$ cat config.mk
export PLATFORM = sky130hd
export DESIGN_NAME = sha1_msg_feeder
export DESIGN_NICKNAME = d
export VERILOG_FILES = /design/src/rtl/sha1_msg_feeder.sv
export SDC_FILE = /design/constraint.sdc
export NUM_CORES = 2
export LEC_CHECK = 0
export ABC_AREA = 1
export CAP_MARGIN = 20
export CORE_AREA = 2 2 397 399
export DETAILED_ROUTE_END_ITERATION = 10
export DIE_AREA = 0 0 399 401
export GPL_ROUTABILITY_DRIVEN = 1
export HOLD_SLACK_MARGIN = 0.15
export PLACE_DENSITY = 0.59
export SLEW_MARGIN = 10
export SYNTH_ARGS = -nofsm -noshare
export SYNTH_HDL_FRONTEND = slang
export SYNTH_SLANG_ARGS = --single-unit
export TNS_END_PERCENT = 10
$ cat constraint.sdc
create_clock -name clk -period 4.6 [get_ports clk]
set_input_delay 0.92 -clock clk [delete_from_list [all_inputs] [get_ports clk]]
set_output_delay 0.92 -clock clk [all_outputs]
set_load 0.05 [all_outputs]
$ cat src/rtl/sha1_msg_feeder.sv
// Host-side SHA-1 message feeder: pads a byte stream into 512-bit blocks,
// drives a start/busy compression core, adds its result and emits the digest.
// Ports: clk, reset (sync, active high); in_valid/in_ready/in_data/in_last
// byte stream; core_start/core_busy/core_msg/core_state/core_hash core side;
// digest_valid/digest_ready/digest result.
// Optional: define SHA1_FEEDER_MIDSTATE_EN for iv_load/iv_in midstate preload.
// LEN_W: byte counter width, 1..60.
module sha1_msg_feeder #(
  parameter int LEN_W = 32
) (
  input  logic         clk,
  input  logic         reset,
  input  logic         in_valid,
  output logic         in_ready,
  input  logic [7:0]   in_data,
  input  logic         in_last,
  output logic         core_start,
  input  logic         core_busy,
  output logic [511:0] core_msg,
  output logic [159:0] core_state,
  input  logic [159:0] core_hash,
  output logic         digest_valid,
  input  logic         digest_ready,
  output logic [159:0] digest
`ifdef SHA1_FEEDER_MIDSTATE_EN
  ,
  input  logic         iv_load,
  input  logic [159:0] iv_in
`endif
);

  localparam logic [159:0] IV =
    160'h67452301_efcdab89_98badcfe_10325476_c3d2e1f0;

  typedef enum logic [3:0] {
    S_IDLE,
    S_FILL,
    S_PAD,
    S_LEN,
    S_ISSUE,
    S_WAIT_BUSY,
    S_WAIT_DONE,
    S_ACCUM,
    S_DONE
  } state_t;

  state_t           state;
  logic [159:0]     h;
  logic [159:0]     h_sum;
  logic [6:0]       bi;
  logic [LEN_W-1:0] len;
  logic             fin;
  logic             more_pad;
  logic             pend80;
  logic [8:0]       wpos;
  logic [63:0]      bitlen;

  // Byte bi lands in word bi/4, most significant byte first.
  assign wpos = {bi[5:2], ~bi[1:0], 3'b000};

`ifdef SHA1_FEEDER_MIDSTATE_EN
  logic pre;
  // A preloaded midstate stands for one already-hashed 64-byte block.
  assign bitlen = {{(61-LEN_W){1'b0}}, len, 3'b000}
                + (pre ? 64'd512 : 64'd0);
`else
  assign bitlen = {{(61-LEN_W){1'b0}}, len, 3'b000};
`endif

  assign core_state = h;

  always_comb begin
    h_sum = '0;
    for (int k = 0; k < 5; k++) begin
      h_sum[32*k +: 32] = h[32*k +: 32] + core_hash[32*k +: 32];
    end
  end

  always_ff @(posedge clk) begin
    if (reset) begin
      state        <= S_IDLE;
      h            <= IV;
      core_msg     <= '0;
      bi           <= '0;
      len          <= '0;
      fin          <= 1'b0;
      more_pad     <= 1'b0;
      pend80       <= 1'b0;
      in_ready     <= 1'b0;
      core_start   <= 1'b0;
      digest_valid <= 1'b0;
      digest       <= '0;
`ifdef SHA1_FEEDER_MIDSTATE_EN
      pre          <= 1'b0;
`endif
    end else begin
      core_start <= 1'b0;
      unique case (state)
        S_IDLE: begin
`ifdef SHA1_FEEDER_MIDSTATE_EN
          h   <= iv_load ? iv_in : IV;
          pre <= iv_load;
`else
          h   <= IV;
`endif
          core_msg <= '0;
          bi       <= '0;
          len      <= '0;
          fin      <= 1'b0;
          more_pad <= 1'b0;
          pend80   <= 1'b0;
          in_ready <= 1'b1;
          state    <= S_FILL;
        end
        S_FILL: begin
          if (in_valid && in_ready) begin
            core_msg[wpos +: 8] <= in_data;
            bi  <= bi + 7'd1;
            len <= len + LEN_W'(1);
            if (bi == 7'd63) begin
              // Block full: the 0x80 marker (if last) opens the next one.
              in_ready   <= 1'b0;
              pend80     <= in_last;
              core_start <= 1'b1;
              state      <= S_ISSUE;
            end else if (in_last) begin
              in_ready <= 1'b0;
              state    <= S_PAD;
            end
          end
        end
        S_PAD: begin
          // Block is pre-cleared, so only the marker byte is written.
          core_msg[wpos +: 8] <= 8'h80;
          bi     <= bi + 7'd1;
          pend80 <= 1'b0;
          if (bi <= 7'd55) begin
            state <= S_LEN;
          end else begin
            more_pad   <= 1'b1;
            core_start <= 1'b1;
            state      <= S_ISSUE;
          end
        end
        S_LEN: begin
          core_msg[511:448] <= {bitlen[31:0], bitlen[63:32]};
          fin        <= 1'b1;
          core_start <= 1'b1;
          state      <= S_ISSUE;
        end
        S_ISSUE: begin
          state <= S_WAIT_BUSY;
        end
        S_WAIT_BUSY: begin
          if (core_busy) state <= S_WAIT_DONE;
        end
        S_WAIT_DONE: begin
          if (!core_busy) state <= S_ACCUM;
        end
        S_ACCUM: begin
          h        <= h_sum;
          core_msg <= '0;
          bi       <= '0;
          if (fin) begin
            digest       <= h_sum;
            digest_valid <= 1'b1;
            state        <= S_DONE;
          end else if (pend80) begin
            state <= S_PAD;
          end else if (more_pad) begin
            more_pad <= 1'b0;
            state    <= S_LEN;
          end else begin
            in_ready <= 1'b1;
            state    <= S_FILL;
          end
        end
        S_DONE: begin
          if (digest_ready) begin
            digest_valid <= 1'b0;
            state        <= S_IDLE;
          end
        end
        default: state <= S_IDLE;
      endcase
    end
  end

endmodule

==> metrics.md <==
| Metric | Value |
|---|---|
| Status | completed |
| FFs w/ async S/R, synth | 0% |
| Post-Syn Area | around 48000 sq um |
| Setup violations, final | 0 |
| Post-synth cell types | 50 |
| Worst path arrival time | 4.26 ns |
| Initial Util | 31.1% |
| CTS tree | built |
| Post-CTS Setup Repair Bufs | 0 |
| GR Util All Layers | ~30% |
| Achievable frequency | ~270 MHz |
| RePlAce Congestion | approximately 0.99 |
| Tcrit/Tclk final | between 80 and 90% |
| Hold buffer count at cts | 0 |
| Non-Filler Instances | 10500 |
| Vias in the first global route | about 50000 |
| Area delta synth->final | 32.7% |
| Routed vias | roughly 54000 |
| Clk pin slew, worst setup/hold paths | ~0.07 ns |
| First-pass GRT wire length | between 300000 and 400000 microns |
| Synth Register Bits | about 900 |
| Commonest non-fill, non-tap cell in the layout | nand2_1 |
| Initial antenna violation count | 23 |
| Worst slew pin tran | around 1.4 ns |
| Post-synth top area share | a little over a third |
| Adder-cell share of the synthesized area | approximately 4.3% |
| Max clock buf depth | 3 |
| Pleak | ~27 nW |
| Cell Rows | roughly 150 |
| Cell taking the most area after synthesis | dfxtp_1 |
| I/O Buffers | between 1000 and 1500 |
| CP Capture Type | register |
| Finished Cell Area | 64200 sq um |
| Fin Hold WS | between 0.4 and 0.5 ns |
| Final WL | around 250000 microns |
| Final min period | 3.71 ns |
| Clock sinks | between 800 and 900 |
| Tot Pwr | 26.6 mW |
| Max Transition Viols Final | 0 |
| Layout cell share with drive strength beyond 1 | about 4.7% |
| Iter 0 DRT Violations | roughly 5400 |
| Maxcap violations | 0 |
| Relative slew slack | between 4 and 5% |
| Worst setup path class | reg -> reg |
| Synthesized instance count | approximately 7500 |
| Post-cts sizing count | 0 |
| Chip Width | roughly 400 microns |
| Clk root buf | clkbuf_16 |
| Ports | 1009 |
| Core box area | 156000 sq um |
| Largest family of logic cells by synthesized area | simple AND/OR/NAND/NOR gates |
| Most frequent cells in the layout | 2275 x nand2_1, 1007 x clkdlybuf4s50_1, 883 x inv_1, 881 x dfxtp_1, 805 x nand3_1 |
| XOR/XNOR share of the synthesized area | under 10% |
| Drt wl/cell | roughly 24 microns |
| YS warnings | 0 |
| Nets | just under 9000 |
| Peak supply drop | just under 500 uV |
| Final hold violations | 0 |
| DR pass1 iterations | 6 |
| Setup Skew | approximately 0.058 ns |
| Syn_nets | between 7000 and 8000 |
| Mux contribution to synthesized area | 0% |
| Pin count of the biggest net entering global routing | about 220 |
| DR DRC count | 0 |
| Vias per cell | just over 5 |
| Max FO, Critical Path | 22 |
| Die height | 401 microns |
| HP Class | reg -> reg |
| Placed Cells incl. Taps | 10300 |
| Post-detail-place hpwl | 192000 microns |
| Worst slack, placed | between 0.9 and 1 ns |
| Fin util | 41.2% |
| Number of flops mapped to enable cells by yosys | 0 |
| Final global-route overflow total | 0 |
| Clk_lat worst skew | 0.76 ns |
| Area post-placement | slightly above 60000 sq um |
| Worst Slack Setup Final | around 0.9 ns |
| Final ANT Viol Nets | 0 |
| Worst Path Required | just over 5 ns |
| Startpoint types | register |
| Fin Setup TNS | 0 ns |
| H-tree depth | 3 |
| Average cell area after synthesis | 6.45 sq um |
| RSZ-0062 raised after global routing | no |
| Primary FF master, synth | dfxtp_1 |
| Compound-Gate Fraction of Synth Area | 12.8% |
| PwrDens | between 400 and 500 nW/um^2 |
| Post-synthesis sequential area ratio | 36.5% |
| Post-Synth Simple-Gate Area | a little over a third |
| Ranking of synthesized cells by area | dfxtp_1 36%, nand2_1 18%, nand3_1 8.3% |
| Num CTS Buffers | around 100 |
| Full die area | 160000 sq um |
[layout make-up]
class | count | area [sq um]
diodes | 12 | 30.0
clock buffers | 142 | 2960
clock inverters | 45 | 711
fillers | 16300 | 91500
inverters | 917 | 3460
multi-input cells | 5376 | 26000
flip-flops and latches | 881 | 17600
well taps | 2058 | 2570
repair buffers | 1076 | 10800
[where the power goes]
part	total (mW)	switching, mW	leakage, nW	internal, mW
Combinational	9.35	7.23	18.3	2.12
Sequential	8.20	0.290	7.11	7.91
Clock	9.02	3.73	1.78	5.30
Total	26.6	11.2	27.2	15.3
[synth_stat cells, types with 28 or more instances]
master    number
xor2_1        33
a21oi_1      700
ha_1         159
nor2_2        36
dfxtp_1      881
o21a_1        75
o21ai_0      247
nand4_1      110
nor2_1       574
o211ai_1      44
o21bai_1      43
clkbuf_1     226
nand3_1      805
buf_1         28
xnor2_1       32
buf_2         52
nor3_1        81
nand2_1     2276
inv_1        886
[cells by family (layout without fill, tap and decap cells)]
family	count (synthesis)	after routing
AND/OR/NAND/NOR	4001	4001
XOR/XNOR	67	67
adder cells (fa/ha/maj)	164	164
flip-flops	881	881
other	0	12
buffers and inverters	1237	2180
AO/OA/AOI/OAI	1144	1144
[worst paths after layout]
kind / slack [ns] / end / depth (start not counted) / start
setup reg to reg: 0.89 / register / 13 / bi[0]$_SDFFE_PP0P_
setup / recovery: 0.89 / register / 13 / bi[0]$_SDFFE_PP0P_
hold reg to reg: 0.46 / register / 2 / register
hold / removal: 0.46 / register / 2 / register
[critical path, cell delays in order (launching register included)]
cell,delay [ns]
dfxtp_1,0.31
buf_4,0.23
ha_1,0.29
nor2_1,0.10
nor2_4,0.48
inv_2,0.26
nor2_1,0.32
inv_1,0.12
nor2_1,0.49
nand2_1,0.17
nor2_2,0.35
nor2_1,0.20
nand2_1,0.10
a21oi_1,0.06
[metal layers]
layer | up-vias | part of all wire [%] | global-route usage, %
met5 | - | 0.020 | 0
met1 | 25600 | 43 | 39.3
met3 | 441 | 8.8 | 7.31
met2 | 2282 | 44 | 45.9
met4 | 6 | 4.7 | 12.4
li1 | 25800 | - | -
Power figures use the tool's default switching activity.
